**config.mk**
```make
export PLATFORM = sky130hd
export DESIGN_NAME = fifo_rd_burst_arbiter
export DESIGN_NICKNAME = d
export VERILOG_FILES = /design/src/rtl/fifo_arb_pkg.sv /design/src/rtl/rr_pick.sv /design/src/rtl/fifo_rd_burst_arbiter.sv
export SDC_FILE = /design/constraint.sdc
export NUM_CORES = 1
export LEC_CHECK = 0
export ABC_AREA = 1
export CAP_MARGIN = 10
export CORE_UTILIZATION = 33
export DETAILED_ROUTE_END_ITERATION = 8
export PLACE_DENSITY = 0.72
export REMOVE_ABC_BUFFERS = 1
export SLEW_MARGIN = 20
export SYNTH_ARGS = -nofsm -noshare
export SYNTH_HDL_FRONTEND = slang
export SYNTH_HIERARCHICAL = 1
export SYNTH_SLANG_ARGS = --single-unit
```
**constraint.sdc**
```tcl
create_clock -name clk -period 2.3 [get_ports clk]
set_input_delay 0.345 -clock clk [delete_from_list [all_inputs] [get_ports clk]]
set_output_delay 0.345 -clock clk [all_outputs]
set_load 0.03 [all_outputs]
```
**src/rtl/fifo_arb_pkg.sv**
```systemverilog
// rtl/fifo_arb_pkg.sv - shared defaults, state encoding and id-width helper for the FIFO read arbiter
package fifo_arb_pkg;

   localparam int NREQ_DEF = 4;
   localparam int DW_DEF   = 8;
   localparam int LW_DEF   = 4;

   typedef enum logic {
      IDLE  = 1'b0,
      BURST = 1'b1
   } arb_state_e;

   // Index width for n consumers; never below one bit so a single-consumer build still has a port
   function automatic int id_width(input int n);
      return (n > 1) ? $clog2(n) : 1;
   endfunction

endpackage

```
**src/rtl/rr_pick.sv**
```systemverilog
// rtl/rr_pick.sv - combinational round-robin picker, first set request above rr_ptr with wrap
module rr_pick
   import fifo_arb_pkg::*;
#(
   parameter int NREQ = NREQ_DEF,
   parameter int IW   = id_width(NREQ)
) (
   input  logic [NREQ-1:0] req,
   input  logic [IW-1:0]   rr_ptr,
   output logic            any,
   output logic [NREQ-1:0] winner,
   output logic [IW-1:0]   win_idx
);

   logic [IW-1:0] cand;

   // Scan rr_ptr+1 .. rr_ptr+NREQ so the last-served consumer is considered last
   always_comb begin
      any     = 1'b0;
      winner  = '0;
      win_idx = '0;
      cand    = '0;
      for (int k = 1; k <= NREQ; k++) begin
         cand = IW'((int'(rr_ptr) + k) % NREQ);
         if (!any && req[cand]) begin
            any          = 1'b1;
            winner[cand] = 1'b1;
            win_idx      = cand;
         end
      end
   end

endmodule

```
**src/rtl/fifo_rd_burst_arbiter.sv**
```systemverilog
// rtl/fifo_rd_burst_arbiter.sv - round-robin burst scheduler sharing one async-FIFO read port
module fifo_rd_burst_arbiter
   import fifo_arb_pkg::*;
#(
   parameter int NREQ = NREQ_DEF,
   parameter int DW   = DW_DEF,
   parameter int LW   = LW_DEF,
   parameter int IW   = id_width(NREQ)
) (
   input  logic             clk,
   input  logic             rresetn,
   input  logic [NREQ-1:0]  req,
   input  logic [NREQ*LW-1:0] req_len,
   input  logic             empty,
   input  logic [DW-1:0]    fifo_rdata,
   output logic             rinc,
   output logic [NREQ-1:0]  grant,
   output logic             out_valid,
   output logic [DW-1:0]    out_data,
   output logic [IW-1:0]    out_id,
   output logic [NREQ-1:0]  done
);

   arb_state_e    state, state_nxt;
   logic [LW-1:0] cnt;
   logic [IW-1:0] owner;
   logic [IW-1:0] rr_ptr;
   logic          accept;
   logic          last_beat;

   logic            pick_any;
   logic [NREQ-1:0] pick_onehot;
   logic [IW-1:0]   pick_idx;
   logic [LW-1:0]   len_arr [NREQ];

   for (genvar i = 0; i < NREQ; i++) begin : g_len
      assign len_arr[i] = req_len[i*LW +: LW];
   end

   rr_pick #(
      .NREQ (NREQ),
      .IW   (IW)
   ) u_rr_pick (
      .req     (req),
      .rr_ptr  (rr_ptr),
      .any     (pick_any),
      .winner  (pick_onehot),
      .win_idx (pick_idx)
   );

   // Next state and pop strobe; a pop only ever happens in BURST with data present
   always_comb begin
      state_nxt = state;
      accept    = 1'b0;
      last_beat = 1'b0;
      case (state)
         IDLE: begin
            if (pick_any) begin
               state_nxt = BURST;
            end
         end
         BURST: begin
            accept    = ~empty;
            last_beat = ~empty && (cnt == '0);
            if (last_beat) begin
               state_nxt = IDLE;
            end
         end
         default: state_nxt = IDLE;
      endcase
   end

   assign rinc = accept;

   // State register
   always_ff @(posedge clk or negedge rresetn) begin
      if (!rresetn) begin
         state <= IDLE;
      end else begin
         state <= state_nxt;
      end
   end

   // Burst ownership: latch winner and length at grant, count beats, hand priority on completion
   always_ff @(posedge clk or negedge rresetn) begin
      if (!rresetn) begin
         grant  <= '0;
         owner  <= '0;
         cnt    <= '0;
         rr_ptr <= IW'(NREQ - 1);
      end else if (state == IDLE) begin
         if (pick_any) begin
            grant <= pick_onehot;
            owner <= pick_idx;
            cnt   <= len_arr[pick_idx];
         end
      end else if (accept) begin
         if (last_beat) begin
            grant  <= '0;
            rr_ptr <= owner;
         end else begin
            cnt <= cnt - LW'(1);
         end
      end
   end

   // Registered read return; done rides with the final word
   always_ff @(posedge clk or negedge rresetn) begin
      if (!rresetn) begin
         out_valid <= 1'b0;
         out_data  <= '0;
         out_id    <= '0;
         done      <= '0;
      end else begin
         out_valid <= accept;
         done      <= '0;
         if (accept) begin
            out_data <= fifo_rdata;
            out_id   <= owner;
         end
         if (last_beat) begin
            done[owner] <= 1'b1;
         end
      end
   end

endmodule

```
## Word-level counts from Yosys, hierarchy flattened

Cells that the tools add are included.

| storage, ports and cells | value |
|---|---|
| register bits | 28 |
| input port bits | 31 |
| output and inout bits | 20 |
| word-level logic and storage cells | 99 |

| cells by class | value |
|---|---|
| add/subtract/negate cells | 5 |
| order comparisons | 11 |
| equality and inequality tests | 3 |
| multiplexer cells | 47 |
| bitwise gates (word level) | 6 |
| reduce and logical (&&, ||, !) cells | 18 |

Operator list:

| kind | count |
|---|---|
| 2-to-1 mux 4 bit | 15 |
| 2-to-1 mux 1 bit | 17 |
| less-than comparator 2 x 3 -> 1 bit (second input constant) | 5 |
| bitwise OR 4 bit | 3 |
| demux 1 bit (select 2 bit) | 5 |
| greater-or-equal comparator 2 x 1 -> 1 bit (second input constant) | 5 |
| logical AND 1 bit | 9 |
| AND reduction 3 bit | 3 |
| binary-select mux 1 bit (select 2 bit) | 4 |
| binary-select mux 4 bit (select 2 bit) | 1 |
| 2-to-1 mux 2 bit | 4 |
| adder 2 x 1 -> 2 bit (second input constant) | 2 |
| adder 2 bit (second input constant) | 2 |
| logical NOT 4 bit | 1 |
| != test 2 x 1 -> 1 bit (second input constant) | 2 |
| subtractor 4 x 1 -> 4 bit (second input constant) | 1 |
| greater-or-equal comparator 3 bit (second input constant) | 1 |
| logical NOT 1 bit | 3 |
| NOT 2 -> 3 bit | 1 |
| != test 2 bit (second input constant) | 1 |
| NOT 1 bit | 2 |
| one-hot mux 1 bit (2 select lines) | 1 |
| AND reduction 2 bit | 1 |
| nonzero test 2 bit | 1 |

## Longest topological paths before layout

Gate-level depths: netlist of run 1.

| logic depth | value |
|---|---|
| depth in word-level cells | 19 |
| gate-level depth with buffers | 17 |
| depth with buffers taken out | 15 |

## By module

The synthesis of run 1 kept the hierarchy.

By module, submodules not included:

| module | instances | cells an instance | area an instance (um^2) | sequential area each (um^2) |
|---|---|---|---|---|
| fifo_rd_burst_arbiter | 1 | 171 | 1365.1 | 703.2 |
| rr_pick | 1 | 81 | 535.5 | 0.0 |

## Least setup slack after synthesis of run 1

No wires, ideal clock.

| timing path | value |
|---|---|
| path kind | flip-flop to flip-flop |
| start | reg rr_ptr[0] |
| end | reg cnt[3] |
| library setup time | 117 ps |
| data arrival time | 2427 ps |
| data required time | 2183 ps |
| setup slack | -244 ps |
| stages on the path, launching flop included | 16 |
| buffers on the path | 2 |
| clock period less this slack | 2544 ps |
| cell sequence | dfstp_2 > buf_6 > inv_8 > ha_1 > inv_2 > nand3_4 > nand2_4 > nor2_4 > buf_6 > nand4_1 > nand2_8 > nand2_2 > nand2_4 > inv_2 > nand3_1 > nand2_1 |

| on the way | value |
|---|---|
| elaborated cells on any way between the ends | 34 |
| classes of those cells | add/sub (4); mux (21); bitwise (1); reduce/logical (8) |

RTL lines:

| what | line | RTL |
|---|---|---|
| start, declared | fifo_rd_burst_arbiter.sv:27 | `logic [IW-1:0] rr_ptr;` |
| start signal, assigned | fifo_rd_burst_arbiter.sv:90 | `rr_ptr <= IW'(NREQ - 1);` |
| start signal, assigned | fifo_rd_burst_arbiter.sv:100 | `rr_ptr <= owner;` |
| adder 2 x 1 -> 2 bit | rr_pick.sv:24 | `cand = IW'((int'(rr_ptr) + k) % NREQ);` |
| binary-select mux 1 bit (select 2 bit) | rr_pick.sv:25 | `if (!any && req[cand]) begin` |
| 2-to-1 mux 1 bit (implied by the code) | rr_pick.sv:25 |  |
| 2-to-1 mux 1 bit | rr_pick.sv:25 |  |
| logical NOT 1 bit | rr_pick.sv:25 |  |
| logical AND 1 bit | rr_pick.sv:25 |  |
| 2-to-1 mux 1 bit | rr_pick.sv:25 |  |
| logical NOT 1 bit | rr_pick.sv:25 |  |
| logical AND 1 bit | rr_pick.sv:25 |  |
| 2-to-1 mux 1 bit | rr_pick.sv:25 |  |
| logical NOT 1 bit | rr_pick.sv:25 |  |
| logical AND 1 bit | rr_pick.sv:25 |  |
| 2-to-1 mux 1 bit * | rr_pick.sv:25 |  |
| named net pick_any | fifo_rd_burst_arbiter.sv:31 | `logic pick_any;` |
| nonzero test 2 bit (no source line) * | - |  |
| AND reduction 3 bit (no source line) * | - |  |
| end signal, assigned | fifo_rd_burst_arbiter.sv:95 | `cnt <= len_arr[pick_idx];` |
| end signal, assigned | fifo_rd_burst_arbiter.sv:102 | `cnt <= cnt - LW'(1);` |
| end, declared | fifo_rd_burst_arbiter.sv:25 | `logic [LW-1:0] cnt;` |

The timed path passes the listed nets; every way through them passes the cells marked *. The select of a mux whose other input is x is not followed.
A chain may end at the register's enable or synchronous reset.

## Worst setup path after layout of run 1

| timing path | value |
|---|---|
| start | reg rr_ptr[0] |
| end | reg cnt[3] |

| on the way | value |
|---|---|
| longest elaborated chain between the ends | 19 |
| elaborated cells on any way between the ends | 34 |
| classes of those cells | add/sub (4); mux (21); bitwise (1); reduce/logical (8) |

Ends and longest elaborated chain:

| what | line | RTL |
|---|---|---|
| adder 2 x 1 -> 2 bit | rr_pick.sv:24 |  |
| binary-select mux 1 bit (select 2 bit) | rr_pick.sv:25 |  |
| 2-to-1 mux 1 bit (implied by the code) | rr_pick.sv:25 |  |
| 2-to-1 mux 1 bit | rr_pick.sv:25 |  |
| logical NOT 1 bit | rr_pick.sv:25 |  |
| logical AND 1 bit | rr_pick.sv:25 |  |
| 2-to-1 mux 1 bit | rr_pick.sv:25 |  |
| logical NOT 1 bit | rr_pick.sv:25 |  |
| [3 not listed] | - |  |
| logical AND 1 bit | rr_pick.sv:25 |  |
| 2-to-1 mux 2 bit * | rr_pick.sv:25 |  |
| named net pick_idx[0] | fifo_rd_burst_arbiter.sv:33 | `logic [IW-1:0] pick_idx;` |
| NOT 2 -> 3 bit (implied by the code) * | fifo_rd_burst_arbiter.sv:95 |  |
| binary-select mux 4 bit (select 2 bit) * | fifo_rd_burst_arbiter.sv:95 |  |
| 2-to-1 mux 4 bit (implied by the code) * (2 in series) | fifo_rd_burst_arbiter.sv:95 |  |
| 2-to-1 mux 4 bit * | fifo_rd_burst_arbiter.sv:92 | `if (pick_any) begin` |
| 2-to-1 mux 4 bit * | fifo_rd_burst_arbiter.sv:91 | `end else if (state == IDLE) begin` |

Marks and branches as above.

==> metrics.cfg, run 1 <==
[floorplan]
initial_core_util = 0.343
fp.dieArea_um2 = 6070
core_area_um2 = 5540
rows = 27
io_pins = 51
fp.dieH_um = 77.9
die_w_um = 77.9

[detailed_routing]
num_vias = 1885
totalWireLength_um = 4670
first_pass_iters = 4
drt-met1-wl_um = 2100
wl_met3_um = 256
drt_iter0_drc = 87
drt-wirelength-per-cell_um = 11.6
viasPerCell = 4.70
drc_errors = 0
top_layer = met4
drtAntennaViolNets = 0
met2_length_um = 2290

[critical_path]
crit_arrival_ns = 2.43
crit_path_frequent_cell = nand3_2
cp-start-kind = register
path_class = register to register
cpPeakStageDelay_ns = 0.60
cp_max_fo = 5
critical_path.cell_chain = inv_8, ha_4, inv_4, nand3_4, nand2_4, nor2_4, nand3_2, a21oi_4, buf_6, buf_6, nand2_1, nand3_2, nand3_2, nand3_2, nand2_1
slowest_stage = dfstp_2
crit_path_end_kind = register
crit_required_ns = 2.48

[min_path]
hold_class = primary input to async pin

[flow_run]
drv_cap = 0

[logic_synthesis]
synth_cells = 252
syn_area_um2 = 1900
synth_warnings = 6
yosys.cell_types.count = 28
syn_area_per_cell_um2 = 7.54
seq_area_frac_synth = 0.370
synth_seq_cells = 28

[power]
p_int_uw = 2140
clkPwrFrac = 0.094
p_comb_frac = 0.716
p_sw_uw = 1890
power_density_nw_per_um2 = 1410
p_seq_frac = 0.190
p_leak_uw = 0.00139
vdd_ir_drop_max_v = 0.000609
swShare = 0.468

[placed_design]
place_congestion = 0.905
post-dp-hpwl_um = 3350
portBuffers = 50
dp_cells = 391

[global_route]
grt_pass1_vias = 1766
overflow = 0
grt_pass1_wl_um = 7650
grt_antenna_before_repair = 0
grt_max_degree = 29
grt_usage = 0.155

[final_layout]
final_core_util = 0.515
area_growth_pct = 50.2
diodes = 0
final_cell_mix = 76 x nand2_1, 49 x clkdlybuf4s50_1, 30 x nand3_1, 26 x dfrtp_1, 26 x buf_4
layout_commonest_cell = nand2_1
post_route_cells_drive_above_1_share = 0.252
nets = 371
final_cells = 401

[timing]
finalHoldViolCount = 0
rsz0062_at_grt = yes
fin_crit_ns = 2.25
tightest_slew_ns = 0.385
hold_slack_ns = 0.443
setup_violations = 0
slew_violations = 0
min_period_over_period = 0.978
fmax_mhz = 445
slew_headroom = 0.743
skew_ns = 0.00465

[run_status]
outcome = completed

[clocking]
clock-sinks = 28
htreeDepth = 1
clockBufferDepth = 2
hold_buffers = 0
cts_tree = done
cts_buffers = 3
root_buffer = clkbuf_8
insertion_delay_ns = 0.27
clkSlewWorstSetupHoldPaths_ns = 0.09

Yosys cell counts:
library cell  count  share of area
ha_1             10          0.066
or2_2             1         0.0033
buf_6             3          0.018
buf_2             2         0.0053
nor4_1            1         0.0033
nand2_8           1          0.011
nor2_4            2          0.012
dfrtp_1          26           0.34
nand4_1           6          0.020
o21ai_0           5          0.013
a21boi_0          4          0.016
nor2_2            2         0.0066
nand2_2           5          0.016
buf_4             1         0.0040
nand3_1          39           0.10
nand2_4           4          0.024
nand3_4           3          0.028
dfstp_2           2          0.028
nor3_1            1         0.0026
inv_8             1         0.0059
inv_2             4         0.0079
inv_1            22          0.043
nor2_1           11          0.022
a21oi_2           1         0.0046
o211ai_1          1         0.0040
nand2_1          83           0.16
a21oi_1          10          0.026
clkinv_1          1         0.0020
stage by stage:
stage	setup WS, ns	total power (µW)	area [µm²]	setup TNS, ns
floorplan	-0.556	2220	1850	-2.49
global placement	-0.0503	3100	2610	-0.174
detailed placement	-0.154	3140	2610	-0.565
CTS	0.00496	3580	2700	0
global route	-0.0562	4340	2850	-0.128
finish	0.0504	4030	2850	0
cell families (layout without fill, tap and decap cells):
logic type,after synthesis,after routing,synth area share
AO/OA/AOI/OAI,21,21,0.0639
adder cells (fa/ha/maj),10,10,0.0658
buffers and inverters,34,111,0.0862
flip-flops,28,28,0.370
AND/OR/NAND/NOR,159,159,0.414
worst max-delay path, delay by kind of cell (launching register included):
family                   cells  cell delay (ns)
buffers and inverters        4             0.34
AO/OA/AOI/OAI                1             0.20
adder cells (fa/ha/maj)      1             0.29
AND/OR/NAND/NOR              9             0.71
flip-flops                   1             0.60
sequential cells by signal, indices dropped and copies added (netlist names):
signal / cells
grant: 4
out_id: 2
out_valid: 1
owner: 2
rr_ptr: 2
out_data: 8
state: 1
done: 4
cnt: 4
power by group through the flow:
stage / sequential, µW / clock [µW] / combinational [µW]
floorplan: 942 / 0 / 1280
global placement: 771 / 0 / 2330
detailed placement: 774 / 0 / 2360
CTS: 765 / 391 / 2430
global route: 787 / 406 / 3150
finish: 766 / 381 / 2880
what timing repair did:
action / CTS / global route
endpoints found under the setup margin: 5 / 5
setup buffers: 0 / 6
pin swaps: 1 / 19
gates resized for setup: 3 / 30
path summary, 6_finish.rpt:
kind / startpoint / endpoint / slack, ns / cells past startpoint
setup / recovery: rr_ptr[0]$_DFFE_PN1P_ / cnt[3]$_DFFE_PN0P_ / 0.05 / 15
hold / removal: rresetn / grant[2]$_DFFE_PN0P_ / 0.44 / 2
setup reg to reg: rr_ptr[0]$_DFFE_PN1P_ / cnt[3]$_DFFE_PN0P_ / 0.05 / 15
hold reg to reg: owner[0]$_DFFE_PN0P_ / done[2]$_DFF_PN0_ / 0.48 / 1
max in group asynchronous: rresetn / rr_ptr[1]$_DFFE_PN1P_ / 1.56 / 2
min in group clk: owner[0]$_DFFE_PN0P_ / done[2]$_DFF_PN0_ / 0.48 / 1
routing by layer:
metal / global-route usage / vias to the layer above
met2: 0.265 / 68
met5: 0 / -
met4: 0.0333 / 0
li1: - / 968
met3: 0.0200 / 2
met1: 0.208 / 847
area by class of cell:
class                   count  area, µm²
clock buffers               3       41.3
inverters                  28        120
fillers                   519       2690
repair buffers             79        731
flip-flops and latches     28        703
clock inverters             1       30.0
multi-input cells         190       1140
well taps                  72       90.1
(Power assumes the default switching activity.)
==> run 2, diff against run 1 <==
PLACE_DENSITY = unset   (was 0.72)
==> run 2 against run 1 <==
Compared with the run above:
- non-clock buffer count is 4 lower
- worst setup slack lost 0.010 ns
- worst hold slack got worse by 0.11 ns
- clock-buffer cell count grew 1
- routed wire length is 0.86% lower
- combinational power fell by 7.6%
- first-iteration DRC count decreased by 2.3%
- sequential cell count unchanged
- fmax fell by 0.45%
- critical path type unchanged
- critical endpoint unchanged
- largest power group unchanged
==> metrics.cfg, run 2 (synthesized netlist as in run 1, its figures left out) <==
[run_status]
outcome = completed

[floorplan]
core_area_um2 = 5540  ; unchanged
fp.dieH_um = 77.9  ; unchanged
rows = 27  ; unchanged
io_pins = 51  ; unchanged
die_w_um = 77.9  ; unchanged
initial_core_util = 0.343  ; unchanged
fp.dieArea_um2 = 6070  ; unchanged

[timing]
min_period_over_period = 0.983  ; +0.00440
fmax_mhz = 443  ; -0.45%
slew_violations = 0  ; unchanged
rsz0062_at_grt = yes
tns_ns = 0  ; unchanged
hold_slack_ns = 0.334  ; -0.110 ns
slew_headroom = 0.717  ; -0.0260
skew_ns = 0.00352  ; -0.00112 ns
fin_crit_ns = 2.26  ; +0.0101 ns
tightest_slew_ns = 0.424  ; +0.0390 ns
finalHoldViolCount = 0  ; unchanged
setup_violations = 0  ; unchanged

[clocking]
hold_buffers = 0  ; unchanged
cts_buffers = 3  ; unchanged
clockBufferDepth = 2  ; unchanged
clock-sinks = 28  ; unchanged
cts_tree = done
insertion_delay_ns = 0.27  ; about the same
root_buffer = clkbuf_8
htreeDepth = 1  ; unchanged
clkSlewWorstSetupHoldPaths_ns = 0.09  ; about the same

[detailed_routing]
totalWireLength_um = 4630  ; -0.86%
viasPerCell = 4.67  ; -0.64%
drc_errors = 0  ; unchanged
drt-wirelength-per-cell_um = 11.6  ; -0.11%
drt_iter0_drc = 85  ; -2.3%
first_pass_iters = 4  ; unchanged
num_vias = 1859  ; -1.4%
drtAntennaViolNets = 0  ; unchanged

[final_layout]
largest_reg_flops = 8  ; unchanged
area_growth_pct = 44.6
layout_commonest_cell = nand2_1
nets = 368  ; -0.81%
final_cell_mix = 81 x nand2_1, 49 x clkdlybuf4s50_1, 36 x nand3_1, 26 x dfrtp_1, 25 x buf_4
final_cells = 398  ; -0.75%
diodes = 0  ; unchanged
top_register = out_data
post_route_cells_drive_above_1_share = 0.212  ; -0.0406
final_core_util = 0.496  ; -0.0192

[critical_path]
cp_max_fo = 8  ; +3
critical_path.cell_chain = inv_8, ha_4, inv_4, nand3_1, nand2_2, inv_2, a21oi_2, a21oi_2, buf_4, or2_2, nand3_1, nand3_1, nand3_1, nand2_1
crit_required_ns = 2.47  ; about the same
crit_arrival_ns = 2.43  ; about the same
slowest_stage = dfstp_2
cpPeakStageDelay_ns = 0.60  ; about the same
cp_num_buf_inv = 4  ; unchanged
path_delay_family = simple AND/OR/NAND/NOR gates
path_class = register to register
crit_path_end_kind = register
cp-start-kind = register
crit_path_frequent_cell = nand3_1

[power]
power_density_nw_per_um2 = 1360  ; -4.0%
vdd_ir_drop_max_v = 0.000598  ; -1.8%
p_leak_uw = 0.00135  ; -2.5%

[placed_design]
place_congestion = 0.814  ; -10%
dp_cells = 388  ; -0.77%
post-dp-hpwl_um = 3400  ; +1.2%
portBuffers = 50  ; unchanged

[global_route]
grt_usage = 0.155  ; +0.000517
use_met3 = 0.0212  ; +0.00118
grtUsageMet1 = 0.217  ; +0.00927
grt_pass1_wl_um = 7700  ; +0.72%
grt_max_degree = 22  ; -24%
grt_antenna_before_repair = 0  ; unchanged
grt_pass1_vias = 1729  ; -2.1%
grt.busiest_layer = met2
overflow = 0  ; unchanged
met2_usage = 0.254  ; -0.0106

[flow_run]
drv_cap = 0  ; unchanged

[min_path]
hold_class = primary input to async pin

-- run 2: cell count changes in the layout (fill, tap and decap cells not counted), moves of 2 or more --
cell and delta:
inv_4 -2, a21oi_4 -2, nand3_1 +6, nand2_2 -5, a21oi_2 +2, buf_6 -3
nand3_2 -6, nand2_1 +5
-- run 2: final cells by class --
type	instances	area [µm²]
timing repair inverter	1	5.00
timing repair buffer	75	689
clock buffer	4	55.1
inverter	28	129
tap	72	90.1
multi-input combinational	190	1080
fill	548	2790
sequential	28	703
-- run 2: timing repair --
item	in CTS	in global routing
pin swaps	0	10
resized for setup	2	14
cloned	0	1
setup buffers	0	5
setup endpoints to repair	5	5
-- run 2: metal layers --
metal / vias to the layer above / share of wire
met1: 834 / 0.49
met2: 56 / 0.45
li1: 963 / -
met4: 0 / 0.0099
met5: - / 0
met3: 6 / 0.044
-- run 2: worst paths after layout --
kind / startpoint / slack [ns] / to / cells past startpoint
setup / recovery: rr_ptr[0]$_DFFE_PN1P_ / 0.04 / cnt[3]$_DFFE_PN0P_ / 14
hold / removal: rresetn / 0.33 / done[2]$_DFF_PN0_ / 1
setup reg to reg: rr_ptr[0]$_DFFE_PN1P_ / 0.04 / cnt[3]$_DFFE_PN0P_ / 14
hold reg to reg: owner[0]$_DFFE_PN0P_ / 0.48 / done[2]$_DFF_PN0_ / 1
max in group asynchronous: rresetn / 1.38 / cnt[3]$_DFFE_PN0P_ / 2
min in group clk: owner[0]$_DFFE_PN0P_ / 0.48 / done[2]$_DFF_PN0_ / 1
-- run 2: worst register-to-register path: stages, from the launching register on --
cell     delay, ns
dfstp_2       0.60
inv_8         0.04
ha_4          0.23
inv_4         0.08
nand3_1       0.09
nand2_2       0.11
inv_2         0.05
a21oi_2       0.17
a21oi_2       0.06
buf_4         0.16
or2_2         0.29
nand3_1       0.06
nand3_1       0.08
nand3_1       0.08
nand2_1       0.05
-- run 2: metrics by stage --
| stage | total power, µW | cell area (µm²) | worst slack, ns |
|---|---|---|---|
| 4_1_cts | 3420 | 2660 | 0.0135 |
| 5_1_grt | 4050 | 2750 | -0.0414 |
| 6_report | 3720 | 2750 | 0.0402 |
| 3_5_place_dp | 3080 | 2590 | -0.181 |
| 2_1_floorplan | 2220 | 1850 | -0.556 |
| 3_3_place_gp | 3070 | 2590 | -0.0699 |
-- run 2: power by group --
part,internal (µW),switching [µW]
Combinational,1180,1480
Clock,153,147
Sequential,649,117
==> run 3, diff against run 2 <==
CORE_ASPECT_RATIO = 0.5   (was unset)
==> run 3 against run 2 <==
Compared with the run above:
- first-iteration DRC count fell by 8.2%
- global-route usage rose by 0.11 points
- critical path type unchanged
- routed wire length rose by 0.86%
==> metrics.cfg, run 3 (synthesized netlist as in run 1, its figures left out) <==
[clocking]
hold_buffers = 0  ; unchanged
cts_tree = done
clockBufferDepth = 2  ; unchanged
root_buffer = clkbuf_16
clkSlewWorstSetupHoldPaths_ns = 0.07  ; -0.02 ns
insertion_delay_ns = 0.26  ; about the same
clock-sinks = 28  ; unchanged
htreeDepth = 1  ; unchanged
cts_buffers = 3  ; unchanged

[global_route]
grt_antenna_before_repair = 0  ; unchanged
grt_pass1_wl_um = 7690  ; about the same
grt_max_degree = 27  ; +23%
grt_usage = 0.156  ; +0.00114
grt_pass1_vias = 1708  ; -1.2%
overflow = 0  ; unchanged

[detailed_routing]
drtAntennaViolNets = 0  ; unchanged
drc_errors = 0  ; unchanged
first_pass_iters = 7  ; +3
num_vias = 1828  ; -1.7%
viasPerCell = 4.59  ; -1.7%
drt_iter0_drc = 78  ; -8.2%
totalWireLength_um = 4670  ; +0.86%
drt-wirelength-per-cell_um = 11.7  ; +0.86%

[final_layout]
largest_reg_flops = 8  ; unchanged
final_cell_mix = 81 x nand2_1, 49 x clkdlybuf4s50_1, 36 x nand3_1, 26 x dfrtp_1
area_growth_pct = 47.1
diodes = 0  ; unchanged
layout_commonest_cell = nand2_1
nets = 367  ; -0.27%
final_core_util = 0.507  ; +0.0111
top_register = out_data
post_route_cells_drive_above_1_share = 0.206  ; -0.00550

[run_status]
outcome = completed

[critical_path]
worstSetupStartpoint = rr_ptr[1]$_DFFE_PN1P_
slowest_stage = dfstp_2
critical_path.cell_chain = inv_1, ha_4, inv_4, nand3_1, nand2_2, inv_2, a21oi_4, a21oi_4, buf_6, or2_2, nand3_1, nand3_2, nand3_2, nand2_1
cp_num_cells = 14  ; unchanged
path_class = register to register
endpoint = cnt[3]$_DFFE_PN0P_
r2r_cells = 14  ; unchanged
cpPeakStageDelay_ns = 0.54  ; -0.06 ns
cp_max_fo = 6  ; -2
rrSetupSlack_ns = 0.07  ; +0.03 ns
timing.rr.start = rr_ptr[1]$_DFFE_PN1P_
cp_num_buf_inv = 4  ; unchanged
path_delay_family = simple AND/OR/NAND/NOR gates
cp-start-kind = register
r2r_end = cnt[3]$_DFFE_PN0P_
crit_path_end_kind = register
crit_required_ns = 2.45  ; -0.02 ns
crit_arrival_ns = 2.38  ; -0.05 ns

[placed_design]
place_congestion = 0.863  ; +6.1%
post-dp-hpwl_um = 3630  ; +7.0%
portBuffers = 50  ; unchanged

[floorplan]
fp.dieArea_um2 = 6090  ; +0.30%
rows = 19  ; -30%
core_area_um2 = 5520  ; -0.45%
io_pins = 51  ; unchanged
fp.dieH_um = 55.7  ; -29%
initial_core_util = 0.345  ; +0.00156
die_w_um = 109  ; +40%

[timing]
setup_violations = 0  ; unchanged
fmax_mhz = 448  ; +1.3%
finalHoldViolCount = 0  ; unchanged
tightest_slew_ns = 0.391  ; -0.0331 ns
min_period_over_period = 0.970  ; -0.0127
skew_ns = 0.00632  ; +0.00280 ns
rsz0062_at_grt = yes
slew_violations = 0  ; unchanged
slew_headroom = 0.739  ; +0.0221
fin_crit_ns = 2.23  ; -0.0291 ns

[power]
p_comb_frac = 0.689  ; -0.025
p_total_uw = 3850  ; +3.4%
power_density_nw_per_um2 = 1380  ; +1.5%
swShare = 0.458  ; -0.0107
p_seq_frac = 0.201  ; -0.005
vdd_ir_drop_max_v = 0.000583  ; -2.5%
p_leak_uw = 0.00136  ; +0.49%
p_int_uw = 2090  ; +5.4%
clkPwrFrac = 0.110  ; +0.029
p_sw_uw = 1760  ; +0.99%

[flow_run]
drv_cap = 0  ; unchanged

[min_path]
hold_class = primary input to async pin

run 3: cell types whose count changed in the layout (fill, tap and decap cells not counted), sizes merged:
cell,before,now
clkinv,1,0
inv,27,28
bufinv,1,0
run 3: worst min path at each step:
stage / startpoint / endpoint / slack, ns / cells past startpoint
after floorplan: rresetn / cnt[0]$_DFFE_PN0P_ / 0.05 / 0
after global placement: out_data[0]$_DFFE_PN0P_ / out_data[0]$_DFFE_PN0P_ / 0.46 / 2
after detailed placement: out_data[0]$_DFFE_PN0P_ / out_data[0]$_DFFE_PN0P_ / 0.47 / 2
after CTS: rresetn / rr_ptr[0]$_DFFE_PN1P_ / 0.46 / 1
after global routing: rresetn / rr_ptr[1]$_DFFE_PN1P_ / 0.48 / 1
final: rresetn / rr_ptr[1]$_DFFE_PN1P_ / 0.45 / 1
run 3: stage by stage:
| step | instances | worst slack [ns] | instance area (µm²) | hold WS [ns] | setup TNS [ns] |
|---|---|---|---|---|---|
| after floorplan | 246 | -0.556 | 1850 | 0.0494 | -2.49 |
| after global placement | 392 | -0.0638 | 2610 | 0.464 | -0.132 |
| after detailed placement | 392 | -0.135 | 2610 | 0.470 | -0.465 |
| after CTS | 396 | 0.0201 | 2720 | 0.463 | 0 |
| after global routing | 398 | -0.0328 | 2800 | 0.481 | -0.0798 |
| final | 398 | 0.0694 | 2800 | 0.455 | 0 |
run 3: area by class of cell:
type,instances,area [µm²]
clock buffers,4,88.8
repair buffers,75,704
inverters,28,118
fillers,542,2720
flip-flops and latches,28,703
multi-input cells,190,1090
well taps,73,91.3
run 3: repair_timing:
item | in CTS | in global routing
buffers inserted | 0 | 2
pin swaps | 0 | 9
resized for setup | 3 | 17
endpoints found under the setup margin | 4 | 4
run 3: power by group through the flow:
stage	clock network, µW	logic (µW)	registers [µW]
after floorplan	0	1280	942
after detailed placement	0	2370	779
after CTS	434	2420	773
final	422	2650	774
after global placement	0	2330	771
after global routing	453	2930	799
run 3: per-layer routing:
metal | part of all wire | GRT usage | wire length (µm) | vias up
met1 | 0.49 | 0.232 | 2270 | 831
met2 | 0.48 | 0.252 | 2220 | 39
met5 | 0 | 0 | 0 | -
met4 | 0.0047 | 0.0171 | 22 | 0
met3 | 0.033 | 0.0176 | 156 | 2
li1 | - | - | - | 956
run 3: worst reg2reg max path: stages, from the launching register on:
cell     delay [ns]
dfstp_2        0.54
inv_1          0.08
ha_4           0.27
inv_4          0.07
nand3_1        0.09
nand2_2        0.10
inv_2          0.06
a21oi_4        0.14
a21oi_4        0.05
buf_6          0.13
or2_2          0.29
nand3_1        0.09
nand3_2        0.08
nand3_2        0.08
nand2_1        0.05
